## src/rtl/call_stack_ctrl.sv

```systemverilog
// Return-address stack for the 19-bit CPU: CALL pushes the return PC, RET pops it.
// The top entry feeds the PC-next mux combinationally so fetch can redirect in the RET cycle.
module call_stack_ctrl #(
  parameter  int ADDR_W = 19,
  parameter  int DEPTH  = 8,
  localparam int PTR_W  = $clog2(DEPTH) + 1
) (
  input  logic              clk,
  input  logic              rst_n,
  input  logic              en,
  input  logic              call,
  input  logic              ret,
  input  logic [ADDR_W-1:0] pc_ret,
  input  logic              flush,
  input  logic              clr_err,
  output logic [ADDR_W-1:0] ret_addr,
  output logic              ret_valid,
  output logic              empty,
  output logic              full,
  output logic [PTR_W-1:0]  depth,
  output logic              overflow,
  output logic              underflow
);

  localparam int IDX_W = PTR_W - 1;

  logic [ADDR_W-1:0] stack_mem [DEPTH];
  logic [PTR_W-1:0]  depth_q;
  logic              overflow_q;
  logic              underflow_q;

  logic              is_empty;
  logic              is_full;
  logic [IDX_W-1:0]  wr_ptr;
  logic [IDX_W-1:0]  top_idx;
  logic [IDX_W-1:0]  wr_idx;
  logic              do_push;
  logic              do_pop;
  logic              do_replace;
  logic              set_ovf;
  logic              set_unf;
  logic              mem_we;

  // The extra depth MSB separates full (DEPTH) from empty (0) while the low
  // bits alone address the array; top_idx wraps to DEPTH-1 when full.
  assign is_empty = (depth_q == '0);
  assign is_full  = (depth_q == PTR_W'(DEPTH));
  assign wr_ptr   = depth_q[IDX_W-1:0];
  assign top_idx  = wr_ptr - IDX_W'(1);

  // NOTE: every signal assigned in this always_comb gets a default first so no latch is inferred.
  always_comb begin
    do_push    = 1'b0;
    do_pop     = 1'b0;
    do_replace = 1'b0;
    set_ovf    = 1'b0;
    set_unf    = 1'b0;
    if (en && !flush) begin
      unique case ({call, ret})
        2'b10: begin
          if (is_full) set_ovf = 1'b1;
          else         do_push = 1'b1;
        end
        2'b01: begin
          if (is_empty) set_unf = 1'b1;
          else          do_pop  = 1'b1;
        end
        2'b11: begin
          // CALL+RET on an empty stack still records the return PC.
          if (is_empty) begin
            do_push = 1'b1;
            set_unf = 1'b1;
          end else begin
            do_replace = 1'b1;
          end
        end
        default: ;
      endcase
    end
  end

  assign wr_idx = do_replace ? top_idx : wr_ptr;
  assign mem_we = do_push | do_replace;

  // NOTE: state registers use non-blocking assignments so all flops update from pre-edge values.
  always_ff @(posedge clk or negedge rst_n) begin
    if (!rst_n) begin
      depth_q <= '0;
    end else if (flush) begin
      depth_q <= '0;
    end else if (do_push) begin
      depth_q <= depth_q + PTR_W'(1);
    end else if (do_pop) begin
      depth_q <= depth_q - PTR_W'(1);
    end
  end

  // A new error in the same cycle as clr_err wins over the clear.
  always_ff @(posedge clk or negedge rst_n) begin
    if (!rst_n) begin
      overflow_q  <= 1'b0;
      underflow_q <= 1'b0;
    end else begin
      if (set_ovf)      overflow_q  <= 1'b1;
      else if (clr_err) overflow_q  <= 1'b0;
      if (set_unf)      underflow_q <= 1'b1;
      else if (clr_err) underflow_q <= 1'b0;
    end
  end

  // NOTE: the storage array has no reset; entries above depth are never read, so it maps to plain RAM/flops.
  always_ff @(posedge clk) begin
    if (mem_we) stack_mem[wr_idx] <= pc_ret;
  end

  assign ret_addr  = is_empty ? '0 : stack_mem[top_idx];
  assign ret_valid = !is_empty;
  assign empty     = is_empty;
  assign full      = is_full;
  assign depth     = depth_q;
  assign overflow  = overflow_q;
  assign underflow = underflow_q;

endmodule

```

## config.mk

```make
export PLATFORM = sky130hd
export DESIGN_NAME = call_stack_ctrl
export DESIGN_NICKNAME = d
export VERILOG_FILES = /design/src/rtl/call_stack_ctrl.sv
export SDC_FILE = /design/constraint.sdc
export NUM_CORES = 1
export LEC_CHECK = 0
export BUFFER_PORTS_ARGS = -buffer_cell sky130_fd_sc_hd__buf_2
export CAP_MARGIN = 20
export CORE_MARGIN = 2
export CORE_UTILIZATION = 45
export DETAILED_ROUTE_END_ITERATION = 8
export PLACE_DENSITY = 0.59
export SLEW_MARGIN = 20
export SYNTH_ARGS = -nofsm -noshare
export SYNTH_HDL_FRONTEND = slang
export SYNTH_SLANG_ARGS = --single-unit
export TNS_END_PERCENT = 1
```

## constraint.sdc

```tcl
create_clock -name clk -period 8.5 [get_ports clk]
set_input_delay 0 -clock clk [delete_from_list [all_inputs] [get_ports clk]]
set_output_delay 0 -clock clk [all_outputs]
set_load 0.01 [all_outputs]
```

### After elaboration in Yosys (flattened, before gate mapping)

Memories as Yosys holds them, arrays and structs flattened.
Cells that the tools add are included.
Widths: inputs -> output; s select.

* $mul: 0
* $lt $le $gt $ge: 0
* eq/ne operators: 4
* mux-type cells: 24
* bitwise operators: 1
* reductions and logical operators: 8
* divide/modulo/power cells: 0
* $add $sub $neg: 3
* shift-type cells: 0

Operators with widths (number)
* $mux 19: 1
* $mux 1: 18
* $mux 4: 3
* $add 4x1->4 const B: 1
* $eq 2x2->1 const B: 2
* $eq 4x4->1 const B: 1
* $logic_not 4->1: 1
* $reduce_bool 2->1: 2
* $sub 4x1->4 const B: 1
* $mux 3: 1
* $reduce_bool 3->1: 1
* $sub 3x1->3 const B: 1
* $eq 2x1->1 const B: 1
* $logic_not 1->1: 2
* $pmux 1 s2: 1
* $reduce_or 2->1: 1
* $logic_and 1x1->1: 1
* $or 1x1->1: 1

* bits in read-only memories: 0
* memory bits (writable): 152
* memories kept: 1
* input port bits: 26
* register bits: 6
* output and inout port bits: 28
* word-level logic and storage cells: 44
* latch bits: 0

Memories
* stack_mem: words 8, width 19, read ports 1, clocked after memory_dff 0, write ports 1, line 27 `logic [ADDR_W-1:0] stack_mem [DEPTH];`

### Longest topological paths before layout

Gate-level depths: netlist of the first run.

* depth after elaboration: 7
* depth in mapped cells: 14
* depth with buffers taken out: 11

### Worst setup path after synthesis of the first run

OpenSTA, ideal clock, no wires.

* kind: reg2reg
* start: reg depth_q[0], in the netlist depth[0]
* end: mem stack_mem[1][0] (enable)
* clock period less this slack: 3.262 ns
* required time: 8.103 ns
* buffers on the path: 3
* library setup time: 0.397 ns
* stages on the path, launching flop included: 11
* path slack: 5.238 ns
* arrival: 2.865 ns
* cells stage by stage: dfrtp_1 -> buf_2 -> buf_2 -> inv_1 -> ha_1 -> or3b_1 -> buf_6 -> o21ai_4 -> and2_1 -> o21ai_1 -> nor2b_1

* longest elaborated chain between the ends: 7
* elaborated cells on any way between the ends: 14
* those cells by class: add/sub: 1; eq/ne: 1; mux: 10; bitwise: 1; reduce/logical: 1

Ends and longest elaborated chain
* start: declaration: line 28 `logic [PTR_W-1:0] depth_q;`
* start signal: assignment: line 92 `depth_q <= depth_q + PTR_W'(1);`
* start signal: assignment: line 94 `depth_q <= depth_q - PTR_W'(1);`
* $eq 4x4->1 or $logic_not 4->1 (tied branches): line 47, 46
* $mux 1 (on tied branches): line 61, 70
* $pmux 1 s2 or $mux 1 (tied branches): line 59 `unique case ({call, ret})`
* $mux 1: line 58 `if (en && !flush) begin`
* $or 1x1->1: line 83 `assign mem_we = do_push | do_replace;`
* $mux 1: line 113 `if (mem_we) stack_mem[wr_idx] <= pc_ret;`
* $mux 1 (implied by the code): line 113
* end: declaration: line 27

Parallel ways exist; a longest one is shown, timed or not.

### Worst setup path in the final report of the first run

* start: reg depth_q[0], in the netlist depth[0]
* end: mem stack_mem[2][14] (enable)

The elaborated chain is that of the path after synthesis.

==> impl_metrics.sql, run 1 <==
INSERT INTO impl_metrics (metric_group, metric, value, unit) VALUES
('synthesis', 'synth.lib_cells_used.distinct', '40', ''),
('layout', 'final_cell_count_no_fill', '622', ''),
('synthesis', 'synth_warnings', '0', ''),
('die', 'fp.dieArea', '0.0152', 'sq mm'),
('clock_tree', 'clockBufferDepth', '2', ''),
('route', 'post-route-drc-count', '0', ''),
('layout', 'layout.nets', '460', ''),
('synthesis', 'synthAdderAreaFrac', '0.00900', ''),
('critical_path', 'crit_top_cell', 'sky130_fd_sc_hd__buf_4', ''),
('layout', 'area_delta_synth_final', '21.8', '%'),
('global_route', 'track_usage', '0.178', ''),
('synthesis', 'yosysTopAreaCellShare', '0.714', ''),
('synthesis', 'synth_seq_area_share', '0.738', ''),
('place', 'placement.io_buffers', '53', ''),
('critical_path', 'timing.critical_path.from_type', 'flip-flop', ''),
('pwr', 'powerDensity', '344', 'mW/mm^2'),
('synthesis', 'synth.area.top_cells', 'sky130_fd_sc_hd__edfxtp_1 71%, sky130_fd_sc_hd__mux4_2 13%, sky130_fd_sc_hd__nand2_1 2.6%', ''),
('clock_tree', 'postCtsHoldBufs', '27', ''),
('route', 'totalWireLength', '12500', 'um'),
('status', 'outcome', 'finished clean', ''),
('clock_tree', 'post_cts_resize_count', '0', ''),
('layout', 'final_layout_size_suffix_gt1_frac', '0.310', ''),
('die', 'std_cell_rows', '43', ''),
('clock_tree', 'path_clk_slew', '60', 'ps'),
('route', 'wl_per_cell', '20.1', 'um'),
('route', 'drt.antenna.violating_nets', '0', ''),
('route', 'routed-via-count', '3351', ''),
('critical_path', 'cp-end-kind', 'flip-flop', ''),
('synthesis', 'netlist_area', '0.00639', 'sq mm'),
('die', 'core_area', '0.0139', 'sq mm'),
('synthesis', 'synthArstFlopShare', '0.0380', ''),
('synthesis', 'dominantRegCellSynth', 'sky130_fd_sc_hd__edfxtp_1', ''),
('layout', 'antennaDiodeCount', '0', ''),
('sta', 'timing.final.crit_period', '3700', 'ps'),
('place', 'place.gp.congestion', '0.748', ''),
('route', 'drt_first_iter_violations', '269', ''),
('synthesis', 'synth_fp_nets', '373', ''),
('sta', 'final_cycle_utilization_of_the_critical_path', '0.435', ''),
('sta', 'setup_viol_count_final', '0', ''),
('route', 'drt_first_pass_iters', '4', ''),
('sta', 'setup_slack', '4800', 'ps'),
('place', 'hpwlAfterDp', '7220', 'um'),
('place', 'pre_cts_ws', '4610', 'ps'),
('sta', 'transition_time_at_the_pin_with_the_least_slew_margin', '898', 'ps'),
('pwr', 'max-vdd-ir-drop', '0.193', 'mV'),
('min_path', 'min_path_type', 'in2reg', ''),
('synthesis', 'main_combinational_cell_family_by_area_after_synthesis', 'multiplexers', ''),
('clock_tree', 'clock_sinks', '158', ''),
('layout', 'commonest_non_fill_non_tap_cell_in_the_layout', 'sky130_fd_sc_hd__edfxtp_1', ''),
('clock_tree', 'cts_tree', 'built', ''),
('synthesis', 'synth_top_area_cell', 'sky130_fd_sc_hd__edfxtp_1', ''),
('sta', 'slew_headroom', '0.402', ''),
('die', 'floorplan.initialDensity', '0.461', ''),
('layout', 'final_core_utilization', '0.561', ''),
('sta', 'clock_skew', '8.54', 'ps'),
('sta', 'timing.fmax', '271', 'MHz'),
('layout', 'fillCellCount', '1080', ''),
('synthesis', 'share_of_the_synthesized_area_in_compound_gates_ao_oa_aoi_oai', '0.0366', ''),
('critical_path', 'worst-endpoint-arrival', '3810', 'ps'),
('synthesis', 'post_synth_mux_area_share', '0.139', ''),
('flow_run', 'max_cap_viol_count', '0', ''),
('synthesis', 'synth-simple-area-share', '0.0556', ''),
('sta', 'final-hold-violation-count', '0', ''),
('critical_path', 'cp_max_stage_cell', 'sky130_fd_sc_hd__buf_4', ''),
('critical_path', 'timing.critical_path.required', '8610', 'ps'),
('critical_path', 'critical_path.cell_chain', 'buf_4 -> inv_1 -> ha_1 -> nand2b_1 -> o22ai_1 -> a22oi_1 -> nor2_2 -> buf_4', ''),
('synthesis', 'yosys_register_bits', '158', ''),
('synthesis', 'post_synth_xor_area_fraction', '0.00274', ''),
('global_route', 'grt_first_pass_wirelength', '19200', 'um'),
('synthesis', 'postSynthAreaPerCell', '18.6', 'sq um'),
('die', 'die_width', '123', 'um');
critical path: cells and delay by family (launching register included):
family	cells	cell delay, ps
AND/OR/NAND/NOR	2	850
flip-flops	1	340
buffers and inverters	3	1170
AO/OA/AOI/OAI	2	410
adder cells (fa/ha/maj)	1	590
cell usage after synthesis (2+ instances only):
| master | count |
|---|---|
| sky130_fd_sc_hd__and2_1 | 2 |
| sky130_fd_sc_hd__clkbuf_1 | 3 |
| sky130_fd_sc_hd__or3_1 | 2 |
| sky130_fd_sc_hd__edfxtp_1 | 152 |
| sky130_fd_sc_hd__xor2_1 | 2 |
| sky130_fd_sc_hd__dfrtp_1 | 6 |
| sky130_fd_sc_hd__buf_4 | 3 |
| sky130_fd_sc_hd__buf_6 | 2 |
| sky130_fd_sc_hd__clkinv_2 | 2 |
| sky130_fd_sc_hd__mux4_2 | 38 |
| sky130_fd_sc_hd__nand2_1 | 45 |
| sky130_fd_sc_hd__ha_1 | 3 |
| sky130_fd_sc_hd__a21oi_1 | 22 |
| sky130_fd_sc_hd__inv_1 | 6 |
| sky130_fd_sc_hd__buf_2 | 7 |
| sky130_fd_sc_hd__nor2b_1 | 4 |
| sky130_fd_sc_hd__nand2b_1 | 5 |
| sky130_fd_sc_hd__o21ai_0 | 4 |
| sky130_fd_sc_hd__mux2i_1 | 3 |
| sky130_fd_sc_hd__o22ai_1 | 3 |
| sky130_fd_sc_hd__nor2_1 | 10 |
worst paths after layout:
| check | from | to | cells after the start |
|---|---|---|---|
| setup / recovery | depth[0]$_DFFE_PN0P_ | stack_mem[2][14]$_DFFE_PP_ | 8 |
| hold / removal | call | depth[3]$_DFFE_PN0P_ | 3 |
| setup reg to reg | depth[0]$_DFFE_PN0P_ | stack_mem[2][14]$_DFFE_PP_ | 8 |
| hold reg to reg | depth[1]$_DFFE_PN0P_ | depth[1]$_DFFE_PN0P_ | 2 |
| max in group asynchronous | rst_n | depth[0]$_DFFE_PN0P_ | 3 |
| min in group asynchronous | rst_n | depth[1]$_DFFE_PN0P_ | 3 |
flip-flops by register name, indices dropped and copies added (netlist names):
name and count:
underflow 1, stack_mem 152, overflow 1, depth 4
logic make-up (layout without fill, tap and decap cells):
| logic type | count (synthesis) | after routing |
|---|---|---|
| buffers and inverters | 24 | 123 |
| AO/OA/AOI/OAI | 39 | 39 |
| flip-flops | 158 | 158 |
| adder cells (fa/ha/maj) | 4 | 4 |
| multiplexers | 41 | 41 |
| AND/OR/NAND/NOR | 75 | 75 |
| XOR/XNOR | 2 | 2 |
per-stage QoR:
stage | cell area [sq um] | total power (W) | hold slack, ps
after global routing | 7790 | 0.00282 | 116
after floorplan | 6390 | 0.00158 | -296
after global placement | 6840 | 0.00185 | -166
after detailed placement | 6850 | 0.00187 | -163
final | 7790 | 0.00268 | 113
after CTS | 7770 | 0.00271 | 87.3
power breakdown:
part / switching [W] / internal, W / total (W) / leakage [nW]
Combinational: 0.000545 / 0.000380 / 0.000924 / 0.907
Clock: 0.000285 / 0.000545 / 0.000830 / 0.309
Sequential: 0.0000248 / 0.000901 / 0.000925 / 1.45
Total: 0.000854 / 0.00183 / 0.00268 / 2.66
routing by layer:
layer / routed length (um) / track usage
met2: 6240 / 0.275
met4: 124 / 0.0774
met1: 5490 / 0.242
met5: 0 / 0
met3: 624 / 0.0420
final cells by class:
type / count / area (sq um) / share of cell area
Clock inverter: 13 / 220 / 0.0283
Sequential cell: 158 / 4720 / 0.605
Timing Repair Buffer: 84 / 566 / 0.0726
Clock buffer: 18 / 429 / 0.0551
Inverter: 8 / 32.5 / 0.00418
Tap cell: 180 / 225 / 0.0289
Multi-Input combinational cell: 161 / 1600 / 0.205
Note: power is estimated with default switching activity, not from simulation.
==> run 2: changes to the inputs <==
PLACE_DENSITY = 0.61   (was 0.59)
clock period = 3.05 ns   (was 8.5 ns; I/O delays follow)
==> run 2 against run 1 <==
  * First-iteration DRC count rose by 17%
  * Sequential cell count did not move
  * Routed wire length rose by 4.1%
  * Maximum frequency rose by 32%
  * Global-route usage rose by 1.1 points
  * Sequential share of layout area rose by 0.24 points
  * Clock power rose by 130%
  * Cell count rose by 1.9%
  * Utilization fell by 0.23 points
  * Clock skew fell by 3.7 ps
  * Combinational power rose to 3.0 times the previous value
  * Critical endpoint is now stack_mem[0][16]$_DFFE_PP_
  * Highest routed layer unchanged
==> impl_metrics.sql, run 2 (synthesis gave the netlist of run 1 again) <==
INSERT INTO impl_metrics (metric_group, metric, value, unit) VALUES
('layout', 'antennaDiodeCount', '0', ''),
('status', 'outcome', 'finished clean', ''),
('die', 'num_io_pins', '54', ''),
('critical_path', 'worstReg2RegStart', 'depth[1]$_DFFE_PN0P_', ''),
('route', 'post-route-drc-count', '0', ''),
('die', 'core_area', '0.0139', 'sq mm'),
('route', 'totalWireLength', '13000', 'um'),
('route', 'vias_cell', '5.44', ''),
('global_route', 'track_usage', '0.188', ''),
('sta', 'grt_setup_unrepaired', 'false', ''),
('place', 'hpwlAfterDp', '7650', 'um'),
('layout', 'commonest_non_fill_non_tap_cell_in_the_layout', 'sky130_fd_sc_hd__edfxtp_1', ''),
('die', 'floorplan.initialDensity', '0.461', ''),
('pwr', 'netSwitchingPower', '0.00240', 'W'),
('pwr', 'max-vdd-ir-drop', '0.464', 'mV'),
('min_path', 'hp-start', 'call', ''),
('route', 'wl_per_cell', '20.5', 'um'),
('place', 'numPlacedInstances', '575', ''),
('clock_tree', 'clock_sinks', '158', ''),
('clock_tree', 'path_clk_slew', '60', 'ps'),
('route', 'routed-via-count', '3447', ''),
('layout', 'layout.nets', '471', ''),
('sta', 'final-hold-violation-count', '0', ''),
('route', 'drt_first_pass_iters', '5', ''),
('die', 'std_cell_rows', '43', ''),
('flow_run', 'max_cap_viol_count', '0', ''),
('clock_tree', 'ctsRootBufferMaster', 'sky130_fd_sc_hd__clkbuf_16', ''),
('clock_tree', 'cts_buffers', '17', ''),
('die', 'die_height', '123', 'um'),
('sta', 'final_cycle_utilization_of_the_critical_path', '0.917', ''),
('global_route', 'pin_count_of_the_biggest_net_entering_global_routing', '47', ''),
('critical_path', 'setup.worst_path.class', 'reg2reg', ''),
('clock_tree', 'post_cts_buffers', '0', ''),
('layout', 'largest_register_ff_count', '152', ''),
('clock_tree', 'insertion_delay_of_the_later_clocked_pin_in_the_worst_skew_pair', '410', 'ps'),
('sta', 'timing.fmax', '358', 'MHz'),
('critical_path', 'cp_max_stage_cell', 'sky130_fd_sc_hd__nor2b_2', ''),
('pwr', 'power.sequential.fraction', '0.353', ''),
('pwr', 'power.combinational.fraction', '0.378', ''),
('sta', 'setup_viol_count_final', '0', ''),
('critical_path', 'timing.critical_path.required', '3150', 'ps'),
('global_route', 'grt_first_pass_wirelength', '20300', 'um'),
('global_route', 'via_count_of_the_first_global_routing_pass', '3574', ''),
('sta', 'setup_tns', '0', 'ps'),
('pwr', 'report.power.total', '0.00725', 'W'),
('pwr', 'standby_leakage_power', '2.68', 'nW'),
('layout', 'fillCellCount', '1085', ''),
('layout', 'final_cell_count_no_fill', '634', ''),
('clock_tree', 'cts_tree', 'built', ''),
('route', 'drt.antenna.violating_nets', '0', ''),
('sta', 'transition_time_at_the_pin_with_the_least_slew_margin', '856', 'ps'),
('critical_path', 'critical_path.cell_chain', 'inv_1 -> ha_1 -> or3b_1 -> o21ai_4 -> o211ai_1 -> nor2b_2 -> buf_4', ''),
('layout', 'area_delta_synth_final', '21.4', '%'),
('place', 'place.gp.congestion', '0.867', ''),
('critical_path', 'worst_setup_startpoint', 'depth[1]$_DFFE_PN0P_', ''),
('pwr', 'p_sw_frac', '0.331', ''),
('layout', 'mostFrequentLayoutCells', '152 x sky130_fd_sc_hd__edfxtp_1, 53 x sky130_fd_sc_hd__buf_2, 45 x sky130_fd_sc_hd__nand2_1', ''),
('global_route', 'antenna_found_initial', '0', ''),
('sta', 'timing.final.crit_period', '2800', 'ps'),
('place', 'placed_area', '0.00693', 'sq mm'),
('die', 'die_width', '123', 'um'),
('clock_tree', 'clock_tree.htree_level_count', '4', ''),
('global_route', 'grt_overflow_total', '0', ''),
('clock_tree', 'clockBufferDepth', '2', ''),
('sta', 'slew_headroom', '0.429', ''),
('critical_path', 'worst-endpoint-arrival', '2900', 'ps'),
('place', 'placement.io_buffers', '53', ''),
('critical_path', 'worst-path-max-fanout', '12', ''),
('pwr', 'powerDensity', '934', 'mW/mm^2'),
('sta', 'maxSlewViolCount', '0', ''),
('critical_path', 'critical_path.max_stage_delay', '510', 'ps'),
('die', 'fp.dieArea', '0.0152', 'sq mm'),
('min_path', 'min_path_type', 'in2reg', ''),
('layout', 'fin_area', '0.00776', 'sq mm'),
('layout', 'regMostFlops', 'stack_mem', ''),
('route', 'drt_first_iter_violations', '314', ''),
('critical_path', 'critical_path.top_delay_family', 'simple AND/OR/NAND/NOR gates', ''),
('pwr', 'internal-power', '0.00485', 'W'),
('critical_path', 'cp-end-kind', 'flip-flop', ''),
('layout', 'final_layout_size_suffix_gt1_frac', '0.319', ''),
('critical_path', 'critical_path.n_buffers_inverters', '2', ''),
('sta', 'clock_skew', '4.83', 'ps'),
('pwr', 'clock_power_share', '0.269', ''),
('critical_path', 'timing.critical_path.from_type', 'flip-flop', '');
run 2: changes by cell type in the layout (fill, tap and decap cells not counted), sizes merged:
| cell | previous run | this run |
|---|---|---|
| buf | 57 | 68 |
| bufinv | 6 | 2 |
| clkbuf | 18 | 24 |
| clkinvlp | 2 | 1 |
run 2: worst min-delay path, stage by stage:
cell,delay [ps]
sky130_fd_sc_hd__buf_2,160
sky130_fd_sc_hd__nor4b_2,80
sky130_fd_sc_hd__o31a_1,270
run 2: power by group through the flow:
stage          registers [W]  logic [W]  clock network, W
6_report             0.00256    0.00274           0.00195
5_1_grt              0.00257    0.00300           0.00209
4_1_cts              0.00256    0.00277           0.00200
3_5_place_dp         0.00260    0.00273                 0
3_3_place_gp         0.00260    0.00271                 0
2_1_floorplan        0.00260    0.00180                 0
run 2: layout make-up:
class                           count  area, sq um  share of cell area
Inverter                            8         32.5             0.00419
Clock inverter                      8         91.3              0.0118
Clock buffer                       24          452              0.0582
Tap cell                          180          225              0.0290
Sequential cell                   158         4720               0.608
Timing Repair Buffer               95          661              0.0852
Multi-Input combinational cell    161         1580               0.204
run 2: repair_timing:
action,4_1_cts,5_1_grt
resized for setup,0,2
endpoints found under the hold margin,164,0
setup endpoints to repair,0,11
hold buffers,27,0
run 2: path summary, 6_finish.rpt:
path / endpoint / slack, ps / cells past startpoint
worst max-delay path: stack_mem[0][16]$_DFFE_PP_ / 250 / 7
worst min-delay path: depth[3]$_DFFE_PN0P_ / 140 / 3
worst max register to register: stack_mem[0][16]$_DFFE_PP_ / 250 / 7
worst min register to register: depth[1]$_DFFE_PN0P_ / 640 / 2
max in group asynchronous: depth[0]$_DFFE_PN0P_ / 2260 / 3
min in group asynchronous: depth[1]$_DFFE_PN0P_ / 530 / 3
run 2: metrics by stage:
stage / utilization / worst slack [ps] / hold slack (ps)
after CTS: 0.558 / 124 / 115
after global placement: 0.500 / 263 / -164
final: 0.559 / 254 / 139
after global routing: 0.559 / 47.8 / 143
after floorplan: - / -177 / -296
after detailed placement: 0.500 / 170 / -160
run 2: layer usage:
metal	track usage	vias up	part of all wire
met5	0	-	0
met3	0.0452	14	0.049
met1	0.254	1782	0.44
met4	0.0682	0	0.013
met2	0.300	93	0.50
li1	-	1558	-
==> run 3: changes to the inputs <==
SETUP_SLACK_MARGIN = 0.3   (was default)
==> run 3 against run 2 <==
  * Clock skew grew 4.8 ps
  * Routed wire length shrank 0.17%
  * Sequential power is essentially flat
  * Non-clock buffer count grew 3
  * Setup slack gained 180 ps
  * Largest cell class unchanged
  * Hold slack lost 70 ps
  * Via count grew 1.0%
==> impl_metrics.sql, run 3 (synthesis gave the netlist of run 1 again) <==
INSERT INTO impl_metrics (metric_group, metric, value, unit) VALUES
('status', 'outcome', 'finished clean', ''),
('sta', 'timing.hold.ws', '69.3', 'ps'),
('route', 'post-route-drc-count', '0', ''),
('sta', 'setup_tns', '0', 'ps'),
('layout', 'regMostFlops', 'stack_mem', ''),
('die', 'floorplan.initialDensity', '0.461', ''),
('sta', 'clock_skew', '9.60', 'ps'),
('sta', 'setup_viol_count_final', '0', ''),
('route', 'routed-via-count', '3482', ''),
('global_route', 'track_usage', '0.185', ''),
('layout', 'final_cell_count_no_fill', '637', ''),
('sta', 'timing.final.crit_period', '2620', 'ps'),
('sta', 'timing.fmax', '382', 'MHz'),
('sta', 'setup_slack', '432', 'ps'),
('critical_path', 'setup.worst_path.class', 'reg2reg', ''),
('critical_path', 'cp_max_stage_cell', 'sky130_fd_sc_hd__or3b_4', ''),
('die', 'die_width', '123', 'um'),
('sta', 'maxSlewViolCount', '0', ''),
('route', 'drt_first_pass_iters', '4', ''),
('min_path', 'min_path_type', 'in2reg', ''),
('pwr', 'powerDensity', '946', 'mW/mm^2'),
('die', 'core_area', '0.0139', 'sq mm'),
('die', 'std_cell_rows', '43', ''),
('global_route', 'grt_overflow_total', '0', ''),
('layout', 'final_layout_size_suffix_gt1_frac', '0.354', ''),
('critical_path', 'timing.critical_path.from_type', 'flip-flop', ''),
('sta', 'transition_time_at_the_pin_with_the_least_slew_margin', '759', 'ps'),
('route', 'drt.antenna.violating_nets', '0', ''),
('flow_run', 'max_cap_viol_count', '0', ''),
('place', 'placement.io_buffers', '53', ''),
('sta', 'final_cycle_utilization_of_the_critical_path', '0.858', ''),
('clock_tree', 'clock_tree.htree_level_count', '4', ''),
('global_route', 'pin_count_of_the_biggest_net_entering_global_routing', '47', ''),
('route', 'drt_first_iter_violations', '197', ''),
('critical_path', 'worst-path-max-fanout', '8', ''),
('die', 'fp.dieArea', '0.0152', 'sq mm'),
('clock_tree', 'cts_tree', 'built', ''),
('critical_path', 'critical_path.cell_chain', 'inv_1 -> ha_4 -> or3b_4 -> o21ai_4 -> nand2_4 -> ha_1 -> a21o_1 -> a21oi_2 -> nor4b_2 -> o311ai_1 -> o31a_1', ''),
('die', 'die_height', '123', 'um'),
('layout', 'area_delta_synth_final', '23.6', '%'),
('layout', 'commonest_non_fill_non_tap_cell_in_the_layout', 'sky130_fd_sc_hd__edfxtp_1', ''),
('layout', 'layout.nets', '474', ''),
('clock_tree', 'insertion_delay_of_the_later_clocked_pin_in_the_worst_skew_pair', '420', 'ps'),
('route', 'vias_cell', '5.47', ''),
('global_route', 'via_count_of_the_first_global_routing_pass', '3524', ''),
('sta', 'grt_setup_unrepaired', 'true', ''),
('route', 'wl_per_cell', '20.4', 'um'),
('layout', 'mostFrequentLayoutCells', '152 x sky130_fd_sc_hd__edfxtp_1, 53 x sky130_fd_sc_hd__buf_2, 45 x sky130_fd_sc_hd__nand2_1', ''),
('route', 'totalWireLength', '13000', 'um'),
('critical_path', 'worst-endpoint-arrival', '2920', 'ps'),
('place', 'pre_cts_ws', '146', 'ps'),
('die', 'num_io_pins', '54', ''),
('critical_path', 'timing.critical_path.required', '3350', 'ps'),
('critical_path', 'cp-end-kind', 'flip-flop', ''),
('layout', 'largest_register_ff_count', '152', ''),
('global_route', 'grt_first_pass_wirelength', '19900', 'um'),
('sta', 'slew_headroom', '0.492', ''),
('clock_tree', 'ctsRootBufferMaster', 'sky130_fd_sc_hd__clkbuf_16', ''),
('clock_tree', 'cts_buffers', '17', ''),
('clock_tree', 'path_clk_slew', '60', 'ps'),
('sta', 'final-hold-violation-count', '0', ''),
('pwr', 'standby_leakage_power', '2.73', 'nW'),
('pwr', 'report.power.total', '0.00747', 'W'),
('place', 'numPlacedInstances', '575', ''),
('layout', 'antennaDiodeCount', '0', ''),
('place', 'place.gp.congestion', '0.816', ''),
('clock_tree', 'clock_sinks', '158', ''),
('global_route', 'antenna_found_initial', '0', ''),
('critical_path', 'critical_path.max_stage_delay', '430', 'ps'),
('place', 'hpwlAfterDp', '7600', 'um'),
('clock_tree', 'clockBufferDepth', '2', ''),
('pwr', 'max-vdd-ir-drop', '0.404', 'mV');
-- run 3: cell types whose count changed in the layout (fill, tap and decap cells not counted), moves of 2 or more --
cell,previous run,this run
sky130_fd_sc_hd__buf_12,1,3
sky130_fd_sc_hd__dlygate4sd3_1,27,25
sky130_fd_sc_hd__inv_8,0,2
sky130_fd_sc_hd__nor2_4,1,5
sky130_fd_sc_hd__clkinv_2,6,3
sky130_fd_sc_hd__buf_4,14,16
sky130_fd_sc_hd__nor2_2,5,1
sky130_fd_sc_hd__clkinv_4,0,3
sky130_fd_sc_hd__clkbuf_1,7,0
sky130_fd_sc_hd__inv_6,0,6
-- run 3: critical path, delay by kind of cell (launching register included) --
| kind | cells | cell delay (ps) |
|---|---|---|
| AOI/OAI and AO/OA | 5 | 670 |
| and+or+nand+nor | 3 | 790 |
| buffers and inverters | 1 | 150 |
| DFF | 1 | 410 |
| adders and majority gates | 2 | 470 |
-- run 3: power by group --
group | switching (W) | internal, W | total [W]
clock | 0.000884 | 0.00123 | 0.00212
sequential | 0.0000513 | 0.00251 | 0.00256
combinational | 0.00163 | 0.00117 | 0.00280
-- run 3: final timing paths --
check / from / end / slack, ps / cells past startpoint
min in group asynchronous: rst_n / depth[2]$_DFFE_PN0P_ / 530 / 3
worst min-delay path: en / underflow$_DFFE_PN0P_ / 70 / 4
worst max register to register: depth[0]$_DFFE_PN0P_ / depth[3]$_DFFE_PN0P_ / 430 / 11
worst max-delay path: depth[0]$_DFFE_PN0P_ / depth[3]$_DFFE_PN0P_ / 430 / 11
max in group asynchronous: rst_n / depth[0]$_DFFE_PN0P_ / 2270 / 3
worst min register to register: underflow$_DFFE_PN0P_ / underflow$_DFFE_PN0P_ / 540 / 2
-- run 3: layer usage --
| metal | global-route usage | up-vias | wire (um) |
|---|---|---|---|
| met1 | 0.253 | 1774 | 5770 |
| met5 | 0 | - | 0 |
| li1 | - | 1563 | - |
| met4 | 0.0845 | 0 | 299 |
| met3 | 0.0411 | 25 | 712 |
| met2 | 0.286 | 120 | 6180 |
-- run 3: what timing repair did --
item	in CTS	in global routing
endpoints found under the hold margin	164	0
endpoints found under the setup margin	77	120
setup buffers	0	5
resized for setup	1	9
gates cloned	0	0
hold buffers	25	0
-- run 3: per-stage QoR --
stage / instance area, sq um / utilization
floorplan: 6420 / -
global placement: 6970 / 0.502
detailed placement: 6970 / 0.502
CTS: 7820 / 0.563
global route: 7900 / 0.569
finish: 7900 / 0.569
-- run 3: area by class of cell --
type | count | area (sq um)
fill | 1079 | 5980
inverter | 8 | 32.5
sequential | 158 | 4720
timing repair buffer | 98 | 707
clock inverter | 15 | 174
clock buffer | 17 | 425
multi-input combinational | 161 | 1620
tap | 180 | 225
